**config.mk**
```make
export PLATFORM = sky130hd
export DESIGN_NAME = seq_00_10_11_ctrl_flat
export DESIGN_NICKNAME = d
export VERILOG_FILES = /design/src/rtl/seq_00_10_11_ctrl_if.sv /design/src/rtl/seq_00_10_11_ctrl.sv /design/src/flat_wrapper.sv
export SDC_FILE = /design/constraint.sdc
export NUM_CORES = 1
export LEC_CHECK = 0
export BUFFER_PORTS_ARGS = -buffer_cell sky130_fd_sc_hd__clkbuf_2
export CAP_MARGIN = 0
export CORE_ASPECT_RATIO = 1.5
export CORE_MARGIN = 3
export CORE_UTILIZATION = 39
export CTS_CLUSTER_DIAMETER = 80
export DETAILED_ROUTE_END_ITERATION = 8
export GPL_TIMING_DRIVEN = 0
export PLACE_DENSITY = 0.57
export SLEW_MARGIN = 20
export SYNTH_ARGS = -nofsm -noshare
export SYNTH_HDL_FRONTEND = slang
export SYNTH_SLANG_ARGS = --single-unit
```
**constraint.sdc**
```tcl
create_clock -name clk -period 3.95 [get_ports clk]
set_clock_uncertainty 0.2 [all_clocks]
set_input_delay 0.9875 -clock clk [delete_from_list [all_inputs] [get_ports clk]]
set_output_delay 0.9875 -clock clk [all_outputs]
set_load 0.01 [all_outputs]
```
**src/rtl/seq_00_10_11_ctrl_if.sv**
```systemverilog
// Board pin bundle for seq_00_10_11_ctrl: raw slide switches in, LED bank out.
// The board (or bench) side takes the master modport; the controller takes the slave modport.
interface seq_00_10_11_ctrl_if;
   logic [7:0]  sw_pin;
   logic [15:0] led_pin;

   modport master (output sw_pin, input  led_pin);
   modport slave  (input  sw_pin, output led_pin);
endinterface

```
**src/rtl/seq_00_10_11_ctrl.sv**
```systemverilog
// "00->10->11" sequence detector for EGO1: 2-FF sync, whole-word debounce of {x2,x1}, Moore FSM, LED drive.
// Optional macro DETECT_COUNT_EN adds an 8-bit detection counter shown on led_pin[15:8].
module seq_00_10_11_ctrl #(
   parameter int unsigned DEB_CYCLES = 1_000_000
) (
   input  logic               clk,
   input  logic               rst_n,
   seq_00_10_11_ctrl_if.slave pins
);

   localparam int unsigned CNT_W = $clog2(DEB_CYCLES + 1);

   // Encodings are the {y2,y1} LED pattern.
   typedef enum logic [1:0] {
      IDLE   = 2'b00,
      FAIL   = 2'b01,
      GOT10  = 2'b10,
      DETECT = 2'b11
   } state_t;

   logic [1:0]       sync_meta;
   logic [1:0]       sync_x;
   logic [1:0]       sync_prev;
   logic [1:0]       deb_x;
   logic [1:0]       deb_x_next;
   logic [CNT_W-1:0] deb_cnt;
   logic [CNT_W-1:0] deb_cnt_next;
   logic [CNT_W-1:0] run;
   state_t           state;
   state_t           state_next;
   logic             z;
   logic [1:0]       y;
   logic [7:0]       count_led;
   logic             unused_sw;

   // Only x2/x1 belong to this exercise; the other switches are deliberately ignored.
   assign unused_sw = ^pins.sw_pin[5:0];

   always_ff @(posedge clk) begin
      // NOTE: all state uses non-blocking assignments so every register samples pre-edge values.
      if (!rst_n) begin
         sync_meta <= 2'b00;
         sync_x    <= 2'b00;
         sync_prev <= 2'b00;
         deb_x     <= 2'b00;
         deb_cnt   <= '0;
         state     <= IDLE;
         z         <= 1'b0;
      end else begin
         sync_meta <= pins.sw_pin[7:6];
         sync_x    <= sync_meta;
         sync_prev <= sync_x;
         deb_x     <= deb_x_next;
         deb_cnt   <= deb_cnt_next;
         state     <= state_next;
         z         <= (state_next == DETECT);
      end
   end

   // The word is debounced as a unit, so a simultaneous two-switch flip is accepted in one step.
   always_comb begin
      // NOTE: every output of this block gets a default first, so no path can infer a latch.
      deb_x_next   = deb_x;
      deb_cnt_next = '0;
      run          = '0;
      if (sync_x != deb_x) begin
         run = (sync_x != sync_prev) ? CNT_W'(1) : deb_cnt + CNT_W'(1);
         if (run == CNT_W'(DEB_CYCLES)) begin
            deb_x_next = sync_x;
         end else begin
            deb_cnt_next = run;
         end
      end
   end

   always_comb begin
      state_next = state;
      case (deb_x)
         2'b00:   state_next = IDLE;
         2'b01:   state_next = FAIL;
         2'b10:   state_next = (state == IDLE  || state == GOT10)  ? GOT10  : FAIL;
         2'b11:   state_next = (state == GOT10 || state == DETECT) ? DETECT : FAIL;
         default: state_next = state;
      endcase
   end

`ifdef DETECT_COUNT_EN
   logic [7:0] det_cnt;

   // Counts entries into DETECT only; dwelling there is not a new detection.
   always_ff @(posedge clk) begin
      if (!rst_n) begin
         det_cnt <= 8'd0;
      end else if (state_next == DETECT && state != DETECT) begin
         det_cnt <= det_cnt + 8'd1;
      end
   end

   assign count_led = det_cnt;
`else
   assign count_led = 8'd0;
`endif

   assign y            = state;
   assign pins.led_pin = {count_led, z, 3'b000, deb_x, y[0], y[1]};

endmodule

```
**src/flat_wrapper.sv**
```systemverilog
// flat-port wrapper written by rule: the top's interface ports become plain ports
module seq_00_10_11_ctrl_flat 
#(
   parameter int unsigned DEB_CYCLES = 1_000_000
)
  (clk, rst_n, pins_sw_pin, pins_led_pin);
  seq_00_10_11_ctrl_if pins_i ();
  input  logic clk;
  input  logic rst_n;
  input wire logic [$bits(pins_i.sw_pin)-1:0] pins_sw_pin;
  output wire logic [$bits(pins_i.led_pin)-1:0] pins_led_pin;
  assign pins_i.sw_pin = pins_sw_pin;
  assign pins_led_pin = pins_i.led_pin;
  seq_00_10_11_ctrl #(.DEB_CYCLES(DEB_CYCLES)) u_core (.clk(clk), .rst_n(rst_n), .pins(pins_i));
endmodule
```
==> summary.txt <==
Die Height: 85.67 um
Unique masters post-synth: 46
Worst path top cell family by delay: simple AND/OR/NAND/NOR gates
Synth Register Bits: 31
# setup viols final: 0
largest net degree at the start of global routing: 11
Worst Setup End Kind: flip-flop
Ports: 26
Std-Cell Rows: 28
pre-CTS setup slack: 1.026 ns
initial antenna violation count: 0
power density over cell area: 330.6 nW/um^2
setup repair after global routing missed its margin: false
Vias: 1,251
Crit path largest cell delay: 0.57 ns
CP Cell Sequence: ha_1 > nor4bb_1 > nand4_1 > nor4_1 > o2111ai_1 > nor4_4 > mux2i_1
mux contribution to synthesized area: 1.213%
setup_tns: 0 ns
CP Launch Type: flip-flop
CTS Sinks: 31
Power Total: 0.6225 mW
status: complete, no violations
first-pass GRT wire length: 5.575 mm
post-synthesis compound-gate area fraction: 7.278%
Worst-Margin Slew: 0.5750 ns
Synth Warn #: 0
DP Wirelength: 2.469 mm
clk slew on worst S/H paths: 0.06 ns
EDFF count, synth: 0
CTS tree: done
VDD IR max: 0.0002765 V
total track usage: 14.35%
final hold violations: 0
drt wl/cell: 12.62 um
Hold WC Path Type: flip-flop to flip-flop
post-CTS resize count: 0
Async S/R FF share, synth: 0%
Area Overhead vs Synth: 14.10%
Core Util, Final: 47.15%
critical path buffer and inverter count: 0
clock root buffer: clkbuf_8
Worst Path Arrival: 2.92 ns
WP data required: 3.96 ns
Pins Over Slew Limit: 0
Max H-tree Level: 2
Post-Synth Adder-Cell Area: 0.7582%
main combinational cell family by area after synthesis: simple AND/OR/NAND/NOR gates
Die X: 59.12 um
syn_area_per_cell: 9.169 um^2
Residual DRC: 0
final net count: 215
drt total wl: 3.155 mm
vias per cell: 5.004
post-synthesis sequential area ratio: 37.60%
Leakage Power: 0.7551 nW
initial DRC count: 11
clk buf depth: 2
Peak Freq: 343.1 MHz
cts hold-fix bufs: 0
Primary FF master, synth: dfxtp_1
GPL Wtd Cong: 0.8419
Post-CTS Setup Inserts: 0
Hold WS: 0.2390 ns
Core Area: 3994 um^2
Max-Cap Viols: 0
Final WS setup: 1.036 ns
fill count: 399
Post-Syn Instances: 180
CTS Buf Count: 5
cell at the slowest stage of the critical path: nor4_4
CP Class: flip-flop to flip-flop
die area: 5064 um^2
simple-gate area share of the yosys netlist: 31.39%
port bufs: 7
Starting Density: 41.32%
antenna cells: 0
share of cells above drive strength 1: 22.44%
crit-path max FO: 8
DRT antenna net count: 0
Rel. slew slack: 61.38%
later-pin clock latency in the skew report: 0.28 ns
Final Cycle Share: 73.78%
vias in the first global route: 1,234
Tmin final: 2.914 ns
xor-xnor portion of the synthesized cell area: 10.61%
Post-Syn Area: 1650 um^2
GRT Residual Overflow: 0
drt first pass iters: 4
-- cell usage in the layout, fill, tap and decap left out, drive strengths merged, types with 9 or more instances in the layout --
master,Yosys,routed
dfxtp,31,31
clkbuf,4,18
nor3,11,11
xor2,11,11
nand4,9,9
conb,1,11
nor2,15,15
xnor2,9,9
buf,16,16
nand2,11,11
-- layout make-up --
class,instances,area [um^2],share of cell area [%]
inverter,6,22.52,1.196
sequential,31,620.6,32.96
multi-input combinational,133,887.1,47.11
buffer,20,157.7,8.372
timing repair buffer,7,35.03,1.860
tap,45,56.30,2.990
clock buffer,7,96.34,5.116
clock inverter,1,7.507,0.3987
-- sequential cells by signal, indices dropped and copies added (netlist names) --
name	count
u_core.deb_cnt	20
u_core.deb_x	2
u_core.state	2
u_core.sync_meta	2
u_core.sync_prev	2
u_core.sync_x	2
u_core.z	1
-- cell usage after synthesis, types with 2 or more instances --
cell type  instances  share of area, %
dfxtp_1           31                38
nor2_1            15               3.4
buf_4             13               5.9
nand2_1           11               2.5
xor2_1            11               5.8
nor3_1            10               3.0
xnor2_1            9               4.8
nand4_1            7               2.7
and2_1             6               2.3
inv_1              6               1.4
a21oi_1            5               1.5
nand3_1            5               1.5
nor4_1             4               1.5
o21ai_0            4               1.2
buf_6              3               2.0
a21boi_0           2              0.91
and3_1             2              0.76
and3_2             2              0.91
clkbuf_1           2              0.46
mux2i_1            2               1.2
nand4_4            2               2.6
nor2b_1            2              0.76
nor3b_1            2              0.91
nor4_4             2               2.6
-- power by group --
part           total [mW]  switching, mW  leakage, nW  internal [mW]
Sequential          0.318        0.00249        0.251          0.316
Clock               0.278          0.120       0.0505          0.158
Combinational      0.0263         0.0133        0.454         0.0130
Total               0.622          0.135        0.755          0.487
-- metal layers --
metal	global-route usage, %	part of all wire (%)
met5	0	0
met4	7.629	2.9
met3	3.614	3.3
met2	25.45	55
met1	14.98	38
-- final timing paths --
check / endpoint / cells past startpoint / from / slack (ns)
setup reg to reg: u_core.deb_x[0]$_SDFFE_PN0P_ / 7 / u_core.deb_cnt[0]$_SDFF_PP0_ / 1.04
setup / recovery: u_core.deb_x[0]$_SDFFE_PN0P_ / 7 / u_core.deb_cnt[0]$_SDFF_PP0_ / 1.04
hold / removal: u_core.sync_x[0]$_SDFF_PN0_ / 1 / u_core.sync_meta[0]$_SDFF_PN0_ / 0.24
hold reg to reg: u_core.sync_x[0]$_SDFF_PN0_ / 1 / u_core.sync_meta[0]$_SDFF_PN0_ / 0.24
-- through the flow --
step | std cells | cell area [um^2]
floorplan | 190 | 1688
global placement | 242 | 1779
detailed placement | 242 | 1779
CTS | 250 | 1883
global route | 250 | 1883
finish | 250 | 1883
-- cell families (layout without fill, tap and decap cells) --
| kind of cell | Yosys count | in the layout |
|---|---|---|
| AOI/OAI and AO/OA | 18 | 18 |
| other | 1 | 11 |
| buffers and inverters | 26 | 41 |
| adders and majority gates | 1 | 1 |
| DFF | 31 | 31 |
| muxes | 2 | 2 |
| xor gates and xnor gates | 20 | 20 |
| and+or+nand+nor | 81 | 81 |
Power figures use the tool's default switching activity.
